[src/rtl/cnn_pkg.sv]
// Shared types and constants for the CNN frame sequencer.
package cnn_pkg;

  typedef enum logic [2:0] {
    IDLE,
    LAUNCH,
    RUN,
    OUTPUT,
    ERROR
  } seq_state_t;

  localparam int STAGE_CONV   = 0;
  localparam int STAGE_POOL   = 1;
  localparam int STAGE_DENSE  = 2;
  localparam int STAGE_ARGMAX = 3;

  localparam int DEFAULT_TIMEOUT_CYCLES = 1000000;

endpackage

[src/rtl/cnn_layer_sequencer_seq_watchdog.sv]
// Per-stage watchdog: saturating cycle counter with a timeout flag at TIMEOUT_CYCLES-1.
module seq_watchdog
  import cnn_pkg::*;
#(
  parameter int TIMEOUT_CYCLES = DEFAULT_TIMEOUT_CYCLES
) (
  input  logic clk,
  input  logic reset,
  input  logic clear,
  input  logic enable,
  output logic timeout
);

  localparam int CNT_W = $clog2(TIMEOUT_CYCLES) + 1;

  logic [CNT_W-1:0] count;

  // Saturates at all-ones so a stalled stage can never wrap back below the limit.
  always_ff @(posedge clk) begin
    if (reset || clear) begin
      count <= '0;
    end else if (enable && (count != {CNT_W{1'b1}})) begin
      count <= count + CNT_W'(1);
    end
  end

  assign timeout = enable && (count == CNT_W'(TIMEOUT_CYCLES - 1));

endmodule

[src/rtl/cnn_layer_sequencer.sv]
// Frame-level layer sequencer: start/done walk over the engines, watchdog, result handshake.
// Optional SEQ_PERF_EN adds a per-frame cycle count output (frame_cycles).
module cnn_layer_sequencer
  import cnn_pkg::*;
#(
  parameter int NUM_STAGES     = 4,
  parameter int TIMEOUT_CYCLES = DEFAULT_TIMEOUT_CYCLES,
  parameter int STAGE_W        = (NUM_STAGES > 1) ? $clog2(NUM_STAGES) : 1
) (
  input  logic                  clk,
  input  logic                  reset,
  input  logic                  frame_valid,
  output logic                  frame_ready,
  output logic [NUM_STAGES-1:0] stage_start,
  input  logic [NUM_STAGES-1:0] stage_done,
  output logic                  result_valid,
  input  logic                  result_ready,
  output logic                  busy,
  output logic [STAGE_W-1:0]    cur_stage,
  output logic                  error,
  input  logic                  err_clear
`ifdef SEQ_PERF_EN
  ,
  output logic [31:0]           frame_cycles
`endif
);

  localparam logic [NUM_STAGES-1:0] STAGE_ONE = 1;
  localparam logic [STAGE_W-1:0]    LAST_STAGE = STAGE_W'(NUM_STAGES - 1);

  seq_state_t state;
  logic       timeout;
  logic       accept;
  logic       stage_hit;
  logic       last_stage;

  assign accept     = (state == IDLE) && frame_valid && frame_ready;
  assign stage_hit  = (state == RUN) && stage_done[cur_stage];
  assign last_stage = (cur_stage == LAST_STAGE);

  seq_watchdog #(
    .TIMEOUT_CYCLES(TIMEOUT_CYCLES)
  ) u_watchdog (
    .clk    (clk),
    .reset  (reset),
    .clear  (state == LAUNCH),
    .enable (state == RUN),
    .timeout(timeout)
  );

  always_ff @(posedge clk) begin
    if (reset) begin
      state        <= IDLE;
      frame_ready  <= 1'b1;
      stage_start  <= '0;
      result_valid <= 1'b0;
      busy         <= 1'b0;
      cur_stage    <= '0;
      error        <= 1'b0;
    end else begin
      stage_start <= '0;
      case (state)
        IDLE: begin
          if (accept) begin
            cur_stage   <= '0;
            busy        <= 1'b1;
            frame_ready <= 1'b0;
            state       <= LAUNCH;
          end
        end
        LAUNCH: begin
          stage_start <= STAGE_ONE << cur_stage;
          state       <= RUN;
        end
        RUN: begin
          // Done has priority over a timeout landing on the same cycle.
          if (stage_hit) begin
            if (last_stage) begin
              result_valid <= 1'b1;
              state        <= OUTPUT;
            end else begin
              cur_stage <= cur_stage + STAGE_W'(1);
              state     <= LAUNCH;
            end
          end else if (timeout) begin
            error <= 1'b1;
            busy  <= 1'b0;
            state <= ERROR;
          end
        end
        OUTPUT: begin
          if (result_ready) begin
            result_valid <= 1'b0;
            busy         <= 1'b0;
            frame_ready  <= 1'b1;
            state        <= IDLE;
          end
        end
        ERROR: begin
          if (err_clear) begin
            error       <= 1'b0;
            cur_stage   <= '0;
            frame_ready <= 1'b1;
            state       <= IDLE;
          end
        end
        default: state <= IDLE;
      endcase
    end
  end

`ifdef SEQ_PERF_EN
  logic [31:0] cycle_count;
  logic [31:0] count_next;

  assign count_next = (cycle_count == 32'hFFFF_FFFF) ? cycle_count : cycle_count + 32'd1;

  // The captured value includes the cycle on which OUTPUT is entered.
  always_ff @(posedge clk) begin
    if (reset) begin
      cycle_count  <= '0;
      frame_cycles <= '0;
    end else begin
      if (accept) begin
        cycle_count <= '0;
      end else if (busy) begin
        cycle_count <= count_next;
      end
      if (stage_hit && last_stage) begin
        frame_cycles <= count_next;
      end
    end
  end
`endif

endmodule

[config.mk]
export PLATFORM = sky130hd
export DESIGN_NAME = cnn_layer_sequencer
export DESIGN_NICKNAME = d
export VERILOG_FILES = /design/src/rtl/cnn_pkg.sv /design/src/rtl/cnn_layer_sequencer_seq_watchdog.sv /design/src/rtl/cnn_layer_sequencer.sv
export SDC_FILE = /design/constraint.sdc
export NUM_CORES = 1
export LEC_CHECK = 0
export BUFFER_PORTS_ARGS = -buffer_cell sky130_fd_sc_hd__buf_2
export CAP_MARGIN = 20
export CORE_MARGIN = 2
export CORE_UTILIZATION = 39
export CTS_CLUSTER_DIAMETER = 80
export DETAILED_ROUTE_END_ITERATION = 10
export GPL_TIMING_DRIVEN = 0
export PLACE_DENSITY = 0.67
export SLEW_MARGIN = 10
export SYNTH_ARGS = -nofsm -noshare
export SYNTH_HDL_FRONTEND = slang
export SYNTH_SLANG_ARGS = --single-unit
export TNS_END_PERCENT = 1
[constraint.sdc]
create_clock -name clk -period 3.1 [get_ports clk]
set_input_delay 0.93 -clock clk [delete_from_list [all_inputs] [get_ports clk]]
set_output_delay 0.93 -clock clk [all_outputs]
set_load 0.01 [all_outputs]
==> results.json, run 1 <==
{
  "dieArea_sq_um": 5020,
  "crit_start": "stage_done[3]",
  "path_max_fanout": 6,
  "cp_slowest_cell": "mux4_2",
  "drtIter0Drc": 63,
  "ys_warn_count": 0,
  "postRouteAntennaNets": 0,
  "dr.pass1.iters": 4,
  "cts_buffer_depth": 2,
  "synth_nets": 218,
  "postCtsSetupRepairBufs": 0,
  "synthDistinctLibCells": 47,
  "grtUsageMet3": 0.0470,
  "rows": 24,
  "grt_pass1_wl_um": 6470,
  "postLayoutCoreUtil": 0.464,
  "finalWirelength_um": 3650,
  "critPathCaptureType": "flop",
  "cts_hold_buf": 0,
  "worst_pin_slew_ns": 0.774,
  "vias": 1574,
  "clock_sinks": 34,
  "synth_top_area_cell": "dfxtp_1",
  "synth_flop_cell": "dfxtp_1",
  "cts_resized": 0,
  "syn_area_per_cell_sq_um": 8.42,
  "nets": 243,
  "slew_headroom": 0.480,
  "grt_use_met1": 0.225,
  "diodes": 0,
  "cts_made_buffers": 5,
  "io_pins": 19,
  "grt_max_degree": 11,
  "finalCritPeriodShare": 0.695,
  "clock.fmax_ghz": 0.464,
  "drive_gt1_frac": 0.176,
  "max_cap_violations": 0,
  "syn_inst": 207,
  "start_kind": "input port",
  "fp.dieH_um": 70.9,
  "drv_slew": 0,
  "yosys.area.top_type_share": 0.391,
  "h-tree-depth": 2,
  "area_delta_synth_final_pct": 15.2,
  "rsz0062_at_grt": "no",
  "min_from": "error",
  "initial_utilization": 0.403,
  "clock-root-buffer": "clkbuf_8",
  "clk_latency_ns": 0.29,
  "gr-usage-met2": 0.237,
  "hp-class": "flop to flop",
  "min_period_ns": 2.15,
  "synth-seq-cells": 34,
  "power.density_nw_per_um2": 487,
  "status": "finished, final reports clean",
  "r2r_start": "u_watchdog.count[4]",
  "clock_skew_ns": 0.00536,
  "io_buffers": 18,
  "seq_area_frac_synth": 0.391,
  "peakVddDrop_mv": 0.201,
  "p_leak_nw": 0.702,
  "drc": 0,
  "synth_edf_count": 0,
  "clk_pin_slew_ns": 0.07,
  "path_delay_family": "simple AND/OR/NAND/NOR gates",
  "grt_pass1_vias": 1414,
  "worstSetupPathType": "input port to flop",
  "crit_chain": "buf_2 -> mux4_2 -> or2_2 -> or3_1 -> a21oi_1",
  "die_x_um": 70.9,
  "cp.required_ns": 3.32,
  "finalSetupViolCount": 0,
  "hpwl_um": 2710,
  "place_congestion": 0.843,
  "tns_ns": 0,
  "grt_antenna_before_repair": 0,
  "grt_overflow": 0,
  "finalHoldViolCount": 0,
  "synth.area.top_cells": "dfxtp_1 (39%), nor2_1 (5.2%), a21oi_1 (4.0%), xor2_1 (4.0%), or3_1 (3.2%)",
  "wl_per_cell_um": 12.8,
  "async_flop_share": 0,
  "viasPerCell": 5.52,
  "timing.critical_path.buf_inv": 1,
  "crit_arrival_ns": 2.37,
  "slowest_delay_ns": 0.54,
  "cts_tree": "built",
  "busiest_layer": "met2",
  "core_region_area_sq_um": 4320,
  "netlist_area_sq_um": 1740,
  "track_usage": 0.163
}
## path summary, 6_finish.rpt
path,to,slack [ns],cells after the start
min,error,0.47,2
min reg2reg,error,0.47,2
max,error,0.95,5
max reg2reg,u_watchdog.count[17],1.10,6
## kinds of logic (layout without fill, tap and decap cells)
group / after synthesis / after routing / synth area share
fa+ha+maj: 2 / 2 / 0.0144
mux: 2 / 2 / 0.0194
xor+xnor: 9 / 9 / 0.0452
buf+inv: 15 / 41 / 0.0345
simple gates: 94 / 94 / 0.296
compound gates: 51 / 51 / 0.200
flops: 34 / 34 / 0.391
## state kept, by name, summed over array words and instances, names as in the netlist
name and flops:
stage_start 4, cur_stage 2, busy 1, frame_ready 1
u_watchdog.count 21, state 3, result_valid 1, error 1
## worst min-delay path, cell delays in order, from the launching register on
cell	delay, ns
dfxtp_1	0.31
o31ai_1	0.06
a21oi_1	0.06
## cell type report
| class | count | area (sq um) |
|---|---|---|
| Buffer | 6 | 26.3 |
| Timing Repair Buffer | 18 | 90.1 |
| Multi-Input combinational cell | 158 | 1000 |
| Sequential cell | 34 | 681 |
| Clock buffer | 8 | 110 |
| Tap cell | 52 | 65.1 |
| Fill cell | 460 | 2320 |
| Inverter | 9 | 33.8 |
## cell usage in the layout (no fill, tap or decap), drive strengths merged, types with 3 or more instances in the layout
master and n:
buf 19, o21ai 14, or2 3, dfxtp 34
a211oi 4, nand2 14, o211ai 6, xor2 8
or3 9, nor2 25, or4 3, and3 3
a21oi 14, inv 9, nand4 9, clkbuf 13
nand2b 3, nand3 8, nor4 4, and2 3
## metal layers
| metal | routed length, um | vias to the layer above |
|---|---|---|
| met1 | 1870 | 727 |
| met5 | 0 | - |
| li1 | - | 816 |
| met4 | 70 | 0 |
| met2 | 1570 | 24 |
| met3 | 135 | 7 |
## synthesized netlist by cell type (2+ instances only)
cell type  count
nand4_1        8
and3_1         3
a31oi_1        2
nor2b_1        2
clkbuf_1       5
dfxtp_1       34
nand3_1        8
and2_1         3
nand2b_1       3
o221ai_1       2
a21oi_1       14
xor2_1         8
o211ai_1       6
or4_1          3
inv_1          9
nor2_1        24
o21ai_1        5
or3_1          9
o21ai_0        6
nor3_1         2
nand2_1       14
nor3b_1        2
ha_1           2
nor4_1         3
o21ai_2        2
or2_2          3
a211oi_1       4
o31ai_1        2
## where the power goes
part | switching (W) | internal [W] | total, W
combinational | 0.0000796 | 0.0000506 | 0.000130
sequential | 0.0000132 | 0.000450 | 0.000464
clock | 0.000161 | 0.000224 | 0.000385
## per-stage QoR
step | instance area (sq um) | power [W] | instances | hold WS (ns) | setup slack (ns)
3_3_place_gp | 1900 | 0.000604 | 277 | 0.472 | 0.675
4_1_cts | 2010 | 0.000993 | 285 | 0.475 | 0.976
2_1_floorplan | 1740 | 0.000565 | 207 | 0.459 | 0.876
5_1_grt | 2010 | 0.00103 | 285 | 0.497 | 0.934
6_report | 2010 | 0.000979 | 285 | 0.474 | 0.947
3_5_place_dp | 1900 | 0.000603 | 277 | 0.465 | 0.678
Power figures use the tool's default switching activity.
==> run 2, diff against run 1 <==
- PLACE_DENSITY: 0.67 -> 0.69
- clock period: 3.1 -> 1.8 ns (I/O delays scaled with it)
==> run 2 against run 1 <==
Against the previous run: die area unchanged; non-clock buffer count up 6; critical endpoint unchanged; routed wire length is 9.9% higher; largest power group unchanged; combinational power increased by 89%; clock skew grew 0.0081 ns.
==> results.json, run 2 (same netlist as run 1, synthesis figures left out) <==
{
  "rows": 24,
  "rsz0062_at_grt": "yes",
  "grt_max_degree": 11,
  "finalWirelength_um": 4010,
  "power_switching_w": 0.000448,
  "drtIter0Drc": 88,
  "power.share.switching": 0.277,
  "peakVddDrop_mv": 0.448,
  "clock_skew_ns": 0.0135,
  "hp-class": "flop to flop",
  "clock_sinks": 34,
  "postRouteAntennaNets": 0,
  "dr.pass1.iters": 4,
  "cp.required_ns": 2.01,
  "h-tree-depth": 2,
  "vias": 1625,
  "reg_top3": "u_watchdog.count x21, stage_start x4, state x3",
  "multi_input_area_sq_um": 1100,
  "worst_pin_slew_ns": 0.469,
  "power.density_nw_per_um2": 741,
  "grt_pass1_wl_um": 6490,
  "pre_cts_slack_ns": -0.232,
  "final_common_cell": "nor2_1",
  "area_delta_synth_final_pct": 25.0,
  "critPathCaptureType": "flop",
  "power.share.clock": 0.361,
  "clock-root-buffer": "clkbuf_8",
  "slew_headroom": 0.686,
  "num-fill-cells": 410,
  "viasPerCell": 5.58,
  "track_usage": 0.162,
  "seq_area_sq_um": 723,
  "most-common-layout-cells": "nor2_1 (22), dfxtp_1 (20), buf_2 (19), nand2_1 (14), a21oi_1 (14)",
  "initial_utilization": 0.403,
  "io_pins": 19,
  "dieArea_sq_um": 5020,
  "cts_tree": "built",
  "cts_made_buffers": 5,
  "largest_reg_flops": 21,
  "drive_gt1_frac": 0.305,
  "drv_slew": 0,
  "diodes": 0,
  "finalCritPeriodShare": 0.984,
  "drc": 0,
  "cts_buffer_depth": 2,
  "fp.dieH_um": 70.9,
  "grt_pass1_vias": 1411,
  "power.share.combinational": 0.153,
  "hold-worst-slack_ns": 0.479,
  "hpwl_um": 2750,
  "grt_overflow": 0,
  "wl_per_cell_um": 13.8,
  "die_x_um": 70.9,
  "crit_arrival_ns": 1.98,
  "design_area_sq_um": 2180,
  "place_congestion": 0.853,
  "path_max_fanout": 8,
  "max_cap_violations": 0,
  "postLayoutSetupSlackWorst_ns": 0.0289,
  "internal_power_w": 0.00117,
  "clk_latency_ns": 0.29,
  "clk_pin_slew_ns": 0.07,
  "regMostFlops": "u_watchdog.count",
  "placed_cell_area_sq_um": 1900,
  "start_kind": "flop",
  "core_region_area_sq_um": 4320,
  "p_leak_nw": 0.763,
  "clock.fmax_ghz": 0.565,
  "min_period_ns": 1.77,
  "status": "finished, final reports clean",
  "io_buffers": 18,
  "worstSetupPathType": "flop to flop",
  "r2r_setup_slack_ns": 0.03,
  "finalSetupViolCount": 0,
  "finalHoldViolCount": 0,
  "grt_antenna_before_repair": 0,
  "nets": 249,
  "cts_hold_buf": 0,
  "power.share.sequential": 0.487
}
run 2: changes by cell type in the layout (fill, tap and decap cells not counted), moves of 2 or more:
cell	previous run	this run
buf_4	1	7
dfxtp_1	34	20
clkbuf_8	8	6
nand3_1	8	6
nand3_4	0	2
dfxtp_4	0	10
dfxtp_2	0	4
nor2_1	24	22
nor4_1	3	1
run 2: power by group through the flow:
stage	Clock (W)	Sequential (W)	Combinational, W
6_report	0.000583	0.000786	0.000246
5_1_grt	0.000638	0.000788	0.000275
4_1_cts	0.000600	0.000795	0.000236
3_5_place_dp	0	0.000815	0.000228
3_3_place_gp	0	0.000814	0.000226
2_1_floorplan	0	0.000817	0.000158
run 2: through the flow:
| step | util | total power (W) | std cells | TNS (ns) |
|---|---|---|---|---|
| 3_3_place_gp | 0.440 | 0.00104 | 277 | -2.63 |
| 4_1_cts | 0.478 | 0.00163 | 286 | -0.0736 |
| 5_1_grt | 0.504 | 0.00170 | 291 | -0.0972 |
| 3_5_place_dp | 0.440 | 0.00104 | 277 | -2.85 |
| 2_1_floorplan | - | 0.000975 | 207 | -0.00808 |
| 6_report | 0.504 | 0.00161 | 291 | 0 |
run 2: layer usage:
metal / track usage / up-vias / part of all wire
met5: 0 / - / 0
met4: 0.0755 / 0 / 0.026
met3: 0.0385 / 12 / 0.028
met2: 0.236 / 28 / 0.45
met1: 0.227 / 752 / 0.50
li1: - / 833 / -
run 2: worst paths after layout:
kind         depth (start not counted)    end         start
min reg2reg                          2  error         error
max reg2reg                          4  error  cur_stage[0]
max                                  4  error  cur_stage[0]
min                                  2  error         error
run 2: area by class of cell:
| class | count | area share |
|---|---|---|
| Sequential cell | 34 | 0.332 |
| Buffer | 5 | 0.00976 |
| Clock inverter | 1 | 0.00230 |
| Multi-Input combinational cell | 158 | 0.505 |
| Timing Repair Buffer | 25 | 0.0655 |
| Tap cell | 52 | 0.0299 |
| Clock buffer | 7 | 0.0396 |
| Inverter | 9 | 0.0155 |
run 2: timing repair:
action                                  in CTS  in global routing
buffers inserted                             1                  6
gates resized for setup                     18                 27
endpoints found under the setup margin      22                 25
pin swaps                                    2                  9
run 2: critical path, cell delays in order (launching register included):
cell and delay [ns]:
dfxtp_4 0.39, mux4_2 0.59, or2_4 0.26, or3_1 0.30, a21oi_1 0.15
==> run 3, diff against run 2 <==
- CELL_PAD_IN_SITES_DETAIL_PLACEMENT: not set -> 1
- CELL_PAD_IN_SITES_GLOBAL_PLACEMENT: not set -> 2
- CORE_UTILIZATION: 39 -> 31
- PLACE_DENSITY: 0.69 -> 0.84
- REMOVE_ABC_BUFFERS: not set -> 1
==> run 3 against run 2 <==
Against the previous run: the flow now finishes with violations (negative setup slack); worst hold slack got worse by 0.0075 ns; combinational power grew 9.8%; cell area is 6.8% higher; via count up 5.5%; fmax is 1.8% lower; final cell count up 9.3%; routed wire length rose by 27%; critical endpoint is now u_watchdog.count[13]; largest cell class unchanged; highest routed layer unchanged.
==> results.json, run 3 (same netlist as run 1, synthesis figures left out) <==
{
  "worst_pin_slew_ns": 0.548,
  "place_inst": 291,
  "final_cells": 318,
  "drv_slew": 0,
  "power.density_nw_per_um2": 752,
  "hold-worst-slack_ns": 0.472,
  "r2r_start": "u_watchdog.count[7]",
  "rows": 27,
  "largest_reg_flops": 21,
  "io_buffers": 18,
  "clock-root-buffer": "clkbuf_8",
  "die_x_um": 79.0,
  "drive_gt1_frac": 0.378,
  "nets": 256,
  "dieArea_sq_um": 6240,
  "drc": 0,
  "worstSetupPathType": "flop to flop",
  "crit_start": "u_watchdog.count[7]",
  "cts_tree": "built",
  "hpwl_um": 3170,
  "grt_overflow": 0,
  "clock_skew_ns": 0.0111,
  "slew_headroom": 0.633,
  "viasPerCell": 5.39,
  "grt_max_degree": 20,
  "status": "finished, violations left",
  "vias": 1715,
  "violations": "negative setup slack",
  "h-tree-depth": 2,
  "cts_hold_buf": 0,
  "cp.required_ns": 1.96,
  "final_common_cell": "nor2_1",
  "regMostFlops": "u_watchdog.count",
  "grt_antenna_before_repair": 0,
  "pre_cts_slack_ns": -0.360,
  "finalHoldViolCount": 0,
  "cts_made_buffers": 5,
  "grt_pass1_wl_um": 7850,
  "core_region_area_sq_um": 5470,
  "clock_sinks": 34,
  "postLayoutSetupSlackWorst_ns": -0.00301,
  "place_congestion": 0.781,
  "cts_buffer_depth": 2,
  "diodes": 0,
  "crit_arrival_ns": 1.96,
  "track_usage": 0.159,
  "min_from": "error",
  "peakVddDrop_mv": 0.336,
  "grt_pass1_vias": 1649,
  "p_leak_nw": 0.830,
  "path_max_fanout": 8,
  "clock.fmax_ghz": 0.555,
  "most-common-layout-cells": "nor2_1 (22), buf_2 (18), buf_4 (18), nand2_1 (14), dfxtp_1 (14)",
  "clk_latency_ns": 0.30,
  "io_pins": 19,
  "clk_pin_slew_ns": 0.08,
  "initial_utilization": 0.318,
  "min_period_ns": 1.80,
  "fp.dieH_um": 79.0,
  "start_kind": "flop",
  "max_cap_violations": 0,
  "wl_per_cell_um": 16.1,
  "postRouteAntennaNets": 0,
  "dr.pass1.iters": 4,
  "reg_top3": "u_watchdog.count x21, stage_start x4, state x3",
  "finalWirelength_um": 5110,
  "finalSetupViolCount": 1,
  "finalCritPeriodShare": 1.00,
  "hp-class": "flop to flop",
  "rsz0062_at_grt": "yes",
  "critPathCaptureType": "flop",
  "area_delta_synth_final_pct": 33.5,
  "drtIter0Drc": 63
}
## run 3: layout make-up
type | count | area (sq um)
inverters | 9 | 33.8
flip-flops and latches | 34 | 738
repair buffers | 37 | 236
clock buffers | 8 | 110
multi-input cells | 158 | 1120
fillers | 655 | 3150
well taps | 72 | 90.1
## run 3: critical path, stage by stage, from the launching register on
cell	delay, ns
dfxtp_4	0.37
nand4_4	0.18
or4_4	0.56
o211ai_1	0.31
xor2_1	0.18
nor2_1	0.05
## run 3: path summary, 6_finish.rpt
check,end,slack (ns),cells past startpoint
worst max register to register,u_watchdog.count[13],-0.003,5
worst min register to register,error,0.47,2
worst max-delay path,u_watchdog.count[13],-0.003,5
worst min-delay path,error,0.47,2
## run 3: power by group
| part | switching, W | internal (W) | leakage, nW | total [W] |
|---|---|---|---|---|
| clock | 0.000294 | 0.000387 | 0.0575 | 0.000680 |
| sequential | 0.0000349 | 0.000763 | 0.289 | 0.000798 |
| combinational | 0.000155 | 0.000115 | 0.484 | 0.000270 |
| total | 0.000484 | 0.00126 | 0.830 | 0.00175 |
## run 3: metrics by stage
step                      cell area (sq um)  power (W)   TNS, ns  utilization
after floorplan                        1720   0.000965    -0.984            -
after global placement                 1900    0.00103     -8.78        0.347
after global routing                   2330    0.00183    -0.549        0.425
after detailed placement               1900    0.00104     -6.16        0.347
after CTS                              2090    0.00174  -0.00345        0.382
final                                  2330    0.00175  -0.00301        0.425
## run 3: what timing repair did
action                     4_1_cts  5_1_grt
setup buffers                    2       17
pin swaps                        2       13
gates cloned                     0        0
setup endpoints to repair       24       24
resized for setup               25       31
## run 3: metal layers
| metal | global-route usage | up-vias | wire length (um) |
|---|---|---|---|
| met5 | 0 | - | 0 |
| met4 | 0.0621 | 0 | 78 |
| met3 | 0.0409 | 6 | 160 |
| met2 | 0.261 | 24 | 2620 |
| met1 | 0.198 | 846 | 2250 |
| li1 | - | 839 | - |
